**src/rtl/br_redirect_ctl.sv**
```systemverilog
// Branch redirect controller: keeps the oldest outstanding mispredict from EX, pulses a
// backend flush, drains, then holds a fetch redirect until fetch accepts it.
//
// state      | meaning
// -----------|-----------------------------------------------------------------
// S_IDLE     | no mispredict outstanding, fetch free-running
// S_FLUSH    | one-cycle flush pulse for cur_age
// S_DRAIN    | down-counting drain interval before the redirect is offered
// S_REDIRECT | redirect_pc held until redirect_rdy; newer-older events go to pending
module br_redirect_ctl #(
    parameter int ROB_AW       = 5,
    parameter int DRAIN_CYCLES = 2,
    parameter int CNT_W        = 16,
    parameter int PA_W         = 40
) (
    input  logic              clk,
    input  logic              reset,
    input  logic              resvld_ex0,
    input  logic              mispred_ex0,
    input  logic [PA_W-1:0]   br_tgt_ex0,
    input  logic [ROB_AW:0]   br_age_ex0,
    output logic              flush_vld,
    output logic [ROB_AW:0]   flush_age,
    output logic              redirect_vld,
    output logic [PA_W-1:0]   redirect_pc,
    input  logic              redirect_rdy,
    output logic              fetch_stall,
    output logic [CNT_W-1:0]  mispred_cnt
);

    localparam int DW = (DRAIN_CYCLES > 1) ? $clog2(DRAIN_CYCLES) : 1;
    localparam logic [DW-1:0] DRN_LOAD = DW'((DRAIN_CYCLES > 0) ? DRAIN_CYCLES - 1 : 0);

    typedef enum logic [1:0] {
        S_IDLE     = 2'd0,
        S_FLUSH    = 2'd1,
        S_DRAIN    = 2'd2,
        S_REDIRECT = 2'd3
    } state_t;

    state_t             state, state_nxt;
    logic [PA_W-1:0]    cur_tgt, pnd_tgt;
    logic [ROB_AW:0]    cur_age, pnd_age;
    logic               pnd_vld;
    logic [DW-1:0]      drn_cnt;
    logic [CNT_W-1:0]   cnt;

    logic               ev, hs, ev_older_cur, ev_older_ref;
    logic               cap_new, cap_pnd, wr_pnd, clr_pnd, accept, load_drn;
    logic [ROB_AW:0]    ref_age;

    // Ages carry a wrap bit above the ROB index; a flipped wrap bit reverses the index order.
    function automatic logic older(input logic [ROB_AW:0] a, input logic [ROB_AW:0] b);
        if (a[ROB_AW] == b[ROB_AW])
            return a[ROB_AW-1:0] < b[ROB_AW-1:0];
        else
            return a[ROB_AW-1:0] > b[ROB_AW-1:0];
    endfunction

    assign ev           = resvld_ex0 & mispred_ex0;
    assign hs           = (state == S_REDIRECT) & redirect_rdy;
    assign ref_age      = pnd_vld ? pnd_age : cur_age;
    assign ev_older_cur = ev & older(br_age_ex0, cur_age);
    assign ev_older_ref = ev & older(br_age_ex0, ref_age);

    always_comb begin
        state_nxt = state;
        cap_new   = 1'b0;
        cap_pnd   = 1'b0;
        wr_pnd    = 1'b0;
        clr_pnd   = 1'b0;
        accept    = 1'b0;
        load_drn  = 1'b0;
        case (state)
            S_IDLE: begin
                if (ev) begin
                    cap_new   = 1'b1;
                    accept    = 1'b1;
                    state_nxt = S_FLUSH;
                end
            end
            S_FLUSH: begin
                if (ev_older_cur) begin
                    cap_new   = 1'b1;
                    accept    = 1'b1;
                    state_nxt = S_FLUSH;
                end else begin
                    load_drn  = 1'b1;
                    state_nxt = (DRAIN_CYCLES > 0) ? S_DRAIN : S_REDIRECT;
                end
            end
            S_DRAIN: begin
                if (ev_older_cur) begin
                    cap_new   = 1'b1;
                    accept    = 1'b1;
                    state_nxt = S_FLUSH;
                end else if (drn_cnt == '0) begin
                    state_nxt = S_REDIRECT;
                end
            end
            S_REDIRECT: begin
                // A fresh older event beats whatever is already pending.
                if (hs) begin
                    if (ev_older_ref) begin
                        cap_new   = 1'b1;
                        accept    = 1'b1;
                        clr_pnd   = 1'b1;
                        state_nxt = S_FLUSH;
                    end else if (pnd_vld) begin
                        cap_pnd   = 1'b1;
                        clr_pnd   = 1'b1;
                        state_nxt = S_FLUSH;
                    end else begin
                        state_nxt = S_IDLE;
                    end
                end else if (ev_older_ref) begin
                    wr_pnd = 1'b1;
                    accept = 1'b1;
                end
            end
            default: state_nxt = S_IDLE;
        endcase
    end

    always_ff @(posedge clk) begin
        if (reset) begin
            state   <= S_IDLE;
            cur_tgt <= '0;
            cur_age <= '0;
            pnd_vld <= 1'b0;
            pnd_tgt <= '0;
            pnd_age <= '0;
            drn_cnt <= '0;
            cnt     <= '0;
        end else begin
            state <= state_nxt;
            if (cap_new) begin
                cur_tgt <= br_tgt_ex0;
                cur_age <= br_age_ex0;
            end else if (cap_pnd) begin
                cur_tgt <= pnd_tgt;
                cur_age <= pnd_age;
            end
            if (clr_pnd) begin
                pnd_vld <= 1'b0;
            end else if (wr_pnd) begin
                pnd_vld <= 1'b1;
                pnd_tgt <= br_tgt_ex0;
                pnd_age <= br_age_ex0;
            end
            if (load_drn)
                drn_cnt <= DRN_LOAD;
            else if (state == S_DRAIN && drn_cnt != '0)
                drn_cnt <= drn_cnt - 1'b1;
            if (accept && !(&cnt))
                cnt <= cnt + 1'b1;
        end
    end

    assign flush_vld    = (state == S_FLUSH);
    assign flush_age    = flush_vld ? cur_age : '0;
    assign redirect_vld = (state == S_REDIRECT);
    assign redirect_pc  = redirect_vld ? cur_tgt : '0;
    assign fetch_stall  = (state != S_IDLE);
    assign mispred_cnt  = cnt;

endmodule

```
**config.mk**
```make
export PLATFORM = sky130hd
export DESIGN_NAME = br_redirect_ctl
export DESIGN_NICKNAME = d
export VERILOG_FILES = /design/src/rtl/br_redirect_ctl.sv
export SDC_FILE = /design/constraint.sdc
export NUM_CORES = 1
export LEC_CHECK = 0
export ABC_AREA = 1
export CORE_UTILIZATION = 53
export CTS_BUF_LIST = sky130_fd_sc_hd__clkbuf_16
export CTS_CLUSTER_DIAMETER = 60
export DETAILED_ROUTE_END_ITERATION = 6
export GPL_TIMING_DRIVEN = 0
export HOLD_SLACK_MARGIN = 0.15
export PLACE_DENSITY = 0.81
export SYNTH_ARGS = -nofsm -noshare
export SYNTH_HDL_FRONTEND = slang
export SYNTH_SLANG_ARGS = --single-unit
```
**constraint.sdc**
```tcl
create_clock -name clk -period 3.05 [get_ports clk]
set_clock_uncertainty 0.2 [all_clocks]
set_input_delay 0.305 -clock clk [delete_from_list [all_inputs] [get_ports clk]]
set_output_delay 0.305 -clock clk [all_outputs]
set_load 0.02 [all_outputs]
```
Word level (Yosys, flattened, before mapping). Cells that the tools add are included.

Register bits: 112. Bits of input ports: 51. Output and inout port bits: 65. Logic and storage cells: 75.

$add $sub $neg: 2. Order comparisons: 4. Eq/ne operators: 8. Muxes and demuxes: 36. Bitwise operators: 5. Reductions and logical operators: 12.

Operators with widths (number): two-way mux 40 bit (3); two-way mux 6 bit (4); two-way mux 1 bit (21); adder 16 x 1 -> 16 bit (second input constant) (1); AND reduction 16 bit (1); greater-than comparator 5 bit (2); less-than comparator 5 bit (2); two-way mux 2 bit (5); one-hot mux 2 bit (4 select lines) (1); one-hot mux 1 bit (3 select lines) (2); nonzero test 2 bit (3); AND 1 bit (4); equality test 2 bit (second input constant) (2); OR reduction 2 bit (2); != test 3 bit (second input constant) (1); AND reduction 3 bit (1); equality test 1 bit (2); equality test 2 x 1 -> 1 bit (second input constant) (1); logical AND 1 bit (2); logical NOT 2 bit (1); != test 2 x 1 -> 1 bit (second input constant) (1); != test 2 bit (second input constant) (1); AND reduction 2 bit (1); logical NOT 1 bit (1); 2 further kinds (2).

Longest topological paths before layout. Gate-level depths: netlist of run 1.

Depth after elaboration: 9. Gate-level depth with buffers: 18. Gate-level depth less buffers: 17.

Least setup slack after synthesis of run 1. No wires, ideal clock.

Path type: register -> register. Start point: register pnd_vld. End point: register cur_tgt[0]. Setup time: 0.132 ns. Arrival time: 2.035 ns. Data required time: 2.718 ns. Setup slack: 0.682 ns. Stages on the path, launching flop included: 18. Path buffers: 3. Period minus slack after synthesis: 2.368 ns. Cell sequence: dfxtp_1 > buf_4 > nand2_1 > o21ai_0 > ha_1 > nand2_1 > nor2_1 > nand2_1 > nand3_1 > nand2_1 > nand2_2 > nand3_2 > nand3_1 > buf_2 > buf_4 > nand3_1 > nand2_1 > a21oi_1.

Longest elaborated chain between the ends: 8. Elaborated cells on any way between the ends: 15. Those cells by class: order compare (2); eq/ne (1); mux (10); bitwise (1); reduce/logical (1).

Ends and longest elaborated chain: start, declared (RTL line 44) `logic pnd_vld;`; start signal, assigned (RTL line 130) `pnd_vld <= 1'b0;`; start signal, assigned (RTL line 145) `pnd_vld <= 1'b0;`; start signal, assigned (RTL line 147) `pnd_vld <= 1'b1;`; two-way mux 6 bit (RTL line 62) `assign ref_age = pnd_vld ? pnd_age : cur_age;`; greater-than comparator 5 bit, or another cell as far along (RTL line 57) `return a[ROB_AW-1:0] > b[ROB_AW-1:0];`; two-way mux 1 bit (RTL line 54) `if (a[ROB_AW] == b[ROB_AW])`; AND 1 bit (RTL line 64) `assign ev_older_ref = ev & older(br_age_ex0, ref_age);`; two-way mux 1 bit (RTL line 104) `if (ev_older_ref) begin`; two-way mux 1 bit (RTL line 103) `if (hs) begin`; one-hot mux 1 bit (3 select lines) / two-way mux 1 bit (equally long branches) (RTL line 74) `case (state)`; two-way mux 40 bit / nonzero test 2 bit (equally long branches); end signal, assigned (RTL line 138) `cur_tgt <= br_tgt_ex0;`; end signal, assigned (RTL line 141) `cur_tgt <= pnd_tgt;`; end, declared (RTL line 42) `logic [PA_W-1:0] cur_tgt, pnd_tgt;`.

Several ways; a longest one is shown, not always the timed one. A chain may end at the register's enable or synchronous reset.

Worst setup path after layout of run 1.
Start point: register state[0]. End point: output port redirect_pc[39].

Longest elaborated chain between the ends: 2.

Ends and longest elaborated chain: start, declared (RTL line 41) `state_t state, state_nxt;`; start signal, assigned (RTL line 136) `state <= state_nxt;`; equality test 2 bit (RTL line 162) `assign redirect_vld = (state == S_REDIRECT);`; two-way mux 40 bit (RTL line 163) `assign redirect_pc = redirect_vld ? cur_tgt : '0;`; end, declared (RTL line 25) `output logic [PA_W-1:0] redirect_pc,`.

Every way passes these cells.

==> results by group, run 1 <==
Outcome
  – Run status: complete, but fails checks
  – Failing checks: design-rule violations

Routing
  – Via Count: about 6.3k
  – Router iterations before antenna repair: 7
  – Drt wl/cell: 12.94 um
  – Vias per cell: 5.133
  – Initial DRC Count: between 500 and 600
  – DRC: 2
  – Routed Antenna Nets: 0
  – Routed WL: 15.89 mm

Hold path
  – Hold Startpoint: pnd_tgt[34]
  – Hold Crit Class: reg2reg
  – Hold Path Sink: pnd_tgt[34]
  – Hold path cells: 2

Clock network
  – Post-cts resize count: 0
  – CTS tree: built
  – Clk sink count: 112
  – Root Driver: clkbuf_16
  – Hold_buf cts: 0
  – Clock latency at the later pin of the worst-skew pair: between 0.3 and 0.4 ns
  – Clock-pin slew on the worst setup and hold paths: 0.07 ns
  – H-tree levels: 3
  – Post-CTS Setup Bufs: 0
  – CTS buffer count: 9
  – CTS Buffer Depth: 2

Place
  – GPL Wtd Cong: 0.8889
  – Post-DP HPWL: ~11 mm
  – DP Area: 7500 um^2
  – Buffers on Ports: around 110

Timing
  – Final worst-path cycle share: approximately 93%
  – Max_slew headroom: just over 60%
  – Min cycle time layout: between 2 and 3 ns
  – Final hold vios: 0
  – Fmax: 351.2 MHz
  – # setup viols final: 0
  – Slew Limit Fails: 0
  – Worst slew pin tran: 0.5647 ns
  – RSZ-0062 raised after global routing: false
  – Fin Setup TNS: 0 ns

Setup path
  – CP Max Fanout: 10
  – Critical path endpoint category: output port
  – Worst r2r path cells: 17
  – R2r startpoint: pnd_vld
  – Required time of the worst setup path: roughly 2.5 ns
  – CP Launch Type: flop
  – Crit-path cells: ha_1 > buf_2 > clkbuf_1 > nand2_1 > inv_1 > clkdlybuf4s50_1
  – CP Class: reg2out
  – Reg-to-Reg End: cur_tgt[23]
  – Worst EP arrival: 2.34 ns
  – R2r setup slk: between 0.2 and 0.3 ns
  – Worst path slowest cell: clkdlybuf4s50_1
  – CP max stage delay: 0.60 ns

GRT
  – Global routing usage on met1: a little over a third
  – Met2 GRT Util: 44.38%
  – Grt total ovfl: 0
  – GRT busiest layer: met2
  – GRT Util Overall: 26.96%
  – Vias in the first global route: 5478
  – First-pass GRT wire length: 25.56 mm
  – Initial antenna violation count: 0
  – Pin count of the biggest net entering global routing: 17
  – Met3 Usage GRT: 4.468%

Floorplanning
  – Height of the die: 110.0 um
  – Die width: 110.0 um
  – Ports: 116
  – FP Rows: 39
  – Initial core utilization: 54.35%
  – Core area: 11370 um^2
  – Die ar.: 12100 um^2

Synth
  – Synth Area in Simple Gates: between 20% and 30%
  – Syn avg cell area: 6.471 um^2
  – Xor and xnor area share after synthesis: 1.842%
  – Synth cell types: 24
  – Synthesized cell area: 6180 um^2
  – Main combinational cell family by area after synthesis: simple AND/OR/NAND/NOR gates
  – Synth Area in Adders: between 3 and 4%
  – Mux contribution to synthesized area: 0%
  – Seq cells post-synth: between 100 and 150
  – Mapped Cells: 955
  – Ys Warns: 0
  – Synth Area in Compound Gates: 14.03%
  – Register area share after synthesis: 36.28%
  – Synth Net Count: 1022

Final layout
  – Share of layout cells above drive strength 1: 5.346%
  – Nets@finish: 1147
  – Area growth syn-to-layout: 25.98%
  – Final instance area: between 7000 and 8000 um^2
  – Antenna cells: 0

Power
  – Switch Pwr: around 0.0025 W
  – Sw frac: 41.90%
  – Reg power frac: 31.9%
  – Part of the power in combinational logic: 48.7%
  – Clk network pwr share: between 15 and 20%
  – Pwr dens: 761.6 nW/um^2
  – LEAKAGE: 3.593 nW
  – Internal power: ~0.0034 W
  – Maximum vdd drop: approximately 0.57 mV

Run
  – MaxCap Viol Count: 0
-- critical path: cells and delay by family, from the launching register on --
kind	cells	cell delay (ns)
fa+ha+maj	1	0.19
buf+inv	4	1.33
flops	1	0.39
simple gates	1	0.10
-- state kept, by name (all words and copies together) (netlist names) --
name         flops
state            2
drn_cnt          1
pnd_vld          1
mispred_cnt     16
cur_tgt         40
cur_age          6
pnd_age          6
pnd_tgt         40
-- how the worst max path moves through the flow --
stage | cells past startpoint | start | slack [ns] | end
4_1_cts | 6 | state[0] | 0.14 | redirect_pc[18]
2_1_floorplan | 17 | pnd_vld | 0.68 | cur_tgt[0]
6_report | 6 | state[0] | 0.20 | redirect_pc[39]
3_5_place_dp | 15 | br_age_ex0[4] | 0.04 | cur_tgt[23]
5_1_grt | 6 | state[0] | 0.00009 | redirect_pc[15]
3_3_place_gp | 15 | br_age_ex0[4] | 0.08 | cur_tgt[28]
-- cells in the mapped netlist --
| master | count | area, um^2 |
|---|---|---|
| nor2_1 | 22 | 82.58 |
| a21oi_4 | 1 | 16.27 |
| nand3_2 | 1 | 10.01 |
| o21ai_0 | 56 | 280.3 |
| o22ai_1 | 1 | 6.260 |
| buf_2 | 23 | 115.1 |
| nand3_1 | 150 | 750.7 |
| buf_1 | 1 | 3.750 |
| nand2_2 | 5 | 31.28 |
| ha_1 | 16 | 200.2 |
| buf_4 | 11 | 82.58 |
| o2111ai_1 | 1 | 8.760 |
| nand2_1 | 218 | 818.3 |
| xnor2_1 | 4 | 35.03 |
| inv_1 | 172 | 645.6 |
| nand4_1 | 7 | 43.79 |
| nor3_1 | 2 | 10.01 |
| a21oi_1 | 111 | 555.5 |
| nor3b_1 | 1 | 7.510 |
| clkbuf_1 | 25 | 93.84 |
| xor2_1 | 9 | 78.83 |
| clkinv_2 | 1 | 5.000 |
| buf_6 | 5 | 56.30 |
| dfxtp_1 | 112 | 2242 |
-- stage by stage --
stage                     total power [W]  utilization, %  hold WS, ns  setup WS [ns]  instances
after floorplan                  0.003968               -       0.2242         0.6823        955
after global placement           0.004727           65.96       0.2322        0.08089       1212
after detailed placement         0.004783           65.96       0.2358        0.04420       1212
after CTS                        0.005926           68.45       0.2459         0.1416       1228
after global routing             0.006388           68.47       0.2637     0.00009037       1228
final                            0.005929           68.47       0.2476         0.2027       1228
-- area by class of cell --
cell class	count	area (um^2)
buffer	65	354.1
clock buffer	9	225.2
clock inverter	7	57.56
fill	987	3585
inverter	173	650.6
multi-input combinational	605	2935
sequential	112	2242
tap	143	178.9
timing repair buffer	114	1141
-- metal layers --
layer / wire [um] / up-vias
met5: 0 / -
met4: 302 / 0
met3: 809 / 20
met2: 7486 / 180
met1: 7295 / 2846
li1: - / 3257
-- placed cells by master (no fill, tap or decap), drive strengths merged --
| master | instances |
|---|---|
| xnor2 | 4 |
| nand4 | 7 |
| nand2 | 223 |
| nor3 | 2 |
| o21ai | 56 |
| nand3 | 151 |
| a21oi | 112 |
| o2111ai | 1 |
| clkbuf | 35 |
| nor2 | 22 |
| clkdlybuf4s50 | 114 |
| buf | 39 |
| dfxtp | 112 |
| inv | 178 |
| ha | 16 |
| clkinv | 1 |
| o22ai | 1 |
| bufinv | 1 |
| xor2 | 9 |
| nor3b | 1 |
-- kinds of logic after synthesis --
logic type / after synthesis
AOI/OAI and AO/OA: 170
DFF: 112
and+or+nand+nor: 406
buffers and inverters: 238
xor gates and xnor gates: 13
adders and majority gates: 16
-- power by group through the flow --
| stage | Sequential, W | Clock, W | Combinational (W) |
|---|---|---|---|
| after floorplan | 0.00189 | 0 | 0.00208 |
| after global placement | 0.00191 | 0 | 0.00282 |
| after detailed placement | 0.00192 | 0 | 0.00286 |
| after CTS | 0.00189 | 0.00116 | 0.00288 |
| after global routing | 0.00192 | 0.00122 | 0.00325 |
| final | 0.00189 | 0.00115 | 0.00289 |
Note: power is estimated with default switching activity, not from simulation.
==> inputs of run 2 (changes only) <==
PLACE_DENSITY = default   (was 0.81)
PLACE_DENSITY_LB_ADDON = 0.12   (was default)
==> run 2 against run 1 <==
Against the previous run:
- sequential cell count is the same
- the run now ends clean
- critical path depth stayed put
- clock power rose by 17%
- wire length rose by 0.21%
- highest routed layer unchanged
- core utilization up 0.46 points
- hold slack got worse by 0.00058 ns
- largest cell class unchanged
- global-route usage is 0.19 points higher
==> results by group, run 2 (synthesized netlist as in run 1, its figures left out) <==
Routing
  – Initial DRC Count: 383
  – Via Count: ~6.3k
  – Vias per cell: 5.146
  – Routed WL: 15.93 mm
  – Drt wl/cell: 12.97 um
  – DRC: 0
  – Routed Antenna Nets: 0
  – Router iterations before antenna repair: 5

Setup path
  – Worst path slowest cell: clkdlybuf4s50_1
  – CP Launch Type: flop
  – CP Max Fanout: 10
  – CP max stage delay: approximately 0.59 ns
  – CP Class: reg2out
  – R2r setup slk: about 0.25 ns
  – Critical path endpoint category: output port
  – Crit-path cells: ha_1 > buf_2 > clkbuf_1 > nand2_1 > inv_1 > clkdlybuf4s50_1
  – Worst EP arrival: 2.33 ns
  – Required time of the worst setup path: 2.54 ns

Place
  – Cell count after placement: 1212
  – Post-DP HPWL: roughly 11 mm
  – Buffers on Ports: about 110
  – GPL Wtd Cong: 0.8722

Floorplanning
  – Core area: 11370 um^2
  – Height of the die: 110.0 um
  – Initial core utilization: 54.35%
  – Ports: 116
  – Die ar.: 12100 um^2
  – Die width: 110.0 um
  – FP Rows: 39

Outcome
  – Run status: complete, no violations

GRT
  – GRT Util Overall: between 20% and 30%
  – First-pass GRT wire length: approximately 26 mm
  – Pin count of the biggest net entering global routing: 18
  – Vias in the first global route: 5595
  – Grt total ovfl: 0
  – Initial antenna violation count: 0

Final layout
  – Final non-filler cell total: 1228
  – Area growth syn-to-layout: 26.83%
  – Leading cell types in the layout, fill and taps excluded: 218 x nand2_1, 173 x inv_1, 150 x nand3_1
  – Antenna cells: 0
  – Multi-input gate area: 2935 um^2
  – Fillcell total: 1040
  – Seq. cell area: between 2000 and 2500 um^2
  – Commonest non-fill, non-tap cell in the layout: nand2_1
  – Share of layout cells above drive strength 1: between 5 and 6%
  – Nets@finish: 1147

Clock network
  – Root Driver: clkbuf_16
  – CTS Buffer Depth: 2
  – Hold_buf cts: 0
  – Clock-pin slew on the worst setup and hold paths: approximately 0.070 ns
  – H-tree levels: 3
  – CTS tree: built
  – Clk sink count: 112
  – CTS buffer count: 9
  – Post-CTS Setup Bufs: 0
  – Clock latency at the later pin of the worst-skew pair: about 0.35 ns

Power
  – LEAKAGE: 3.607 nW
  – Pwr dens: ~780 nW/um^2
  – Maximum vdd drop: 0.5749 mV

Timing
  – Max_slew headroom: 61.43%
  – Fin Setup TNS: 0 ns
  – Slew Limit Fails: 0
  – Worst slew pin tran: 0.5786 ns
  – Fmax: 352.3 MHz
  – Final hold vios: 0
  – # setup viols final: 0
  – Min cycle time layout: 2.839 ns
  – RSZ-0062 raised after global routing: false
  – Final worst-path cycle share: 93.07%

Hold path
  – Hold Crit Class: reg2reg

Run
  – MaxCap Viol Count: 0
run 2: cell count changes in the layout (fill, tap and decap cells not counted):
cell       before  now
inv_1         177  173
clkinv_2        1    2
clkinv_4        0    1
inv_6           1    0
clkbuf_4        1    0
buf_2          22   23
clkbuf_1       25   24
clkbuf_2        0    1
bufinv_16       1    3
clkinv_1        0    1
run 2: final timing paths:
kind | to | from | cells after the start
setup reg to reg | cur_tgt[1] | pnd_vld | 17
setup / recovery | redirect_pc[9] | state[0] | 6
hold reg to reg | pnd_tgt[34] | pnd_tgt[34] | 2
hold / removal | pnd_tgt[34] | pnd_tgt[34] | 2
run 2: what timing repair did:
| action | CTS | global route |
|---|---|---|
| endpoints found under the setup margin | 0 | 1 |
| endpoints found under the hold margin | 0 | 0 |
| gates resized for setup | 0 | 2 |
run 2: final cells by class:
type	count	area share (%)
multi-input combinational	605	37.45
sequential	112	28.61
timing repair buffer	114	14.56
inverter	173	8.301
buffer	65	4.502
clock buffer	9	2.874
tap	143	2.283
clock inverter	7	1.421
run 2: through the flow:
stage	setup WS [ns]	area [um^2]	utilization, %	power (W)	hold slack [ns]
finish	0.2114	7838	68.93	0.006139	0.2470
global placement	0.09686	7500	65.96	0.004734	0.2337
detailed placement	0.07918	7500	65.96	0.004793	0.2365
global route	0.004583	7838	68.93	0.006578	0.2591
CTS	0.1660	7836	68.92	0.006138	0.2476
floorplan	0.6823	6180	-	0.003968	0.2242
run 2: worst max-delay path, delay by kind of cell, from the launching register on:
kind,cells,cell delay (ns)
adders and majority gates,1,0.19
buffers and inverters,4,1.28
DFF,1,0.39
and+or+nand+nor,1,0.11
run 2: per-layer routing:
layer	share of wire [%]	GRT usage (%)
met1	46	35.29
met5	0	0
met3	5.5	4.527
met4	1.6	10.57
met2	47	44.91
run 2: power by group:
group          total (W)  leakage, nW  switching, W  internal, W
clock network    0.00135        0.168      0.000555     0.000798
logic            0.00290         2.53       0.00181      0.00108
registers        0.00189        0.914      0.000160      0.00173
total            0.00614         3.61       0.00253      0.00361
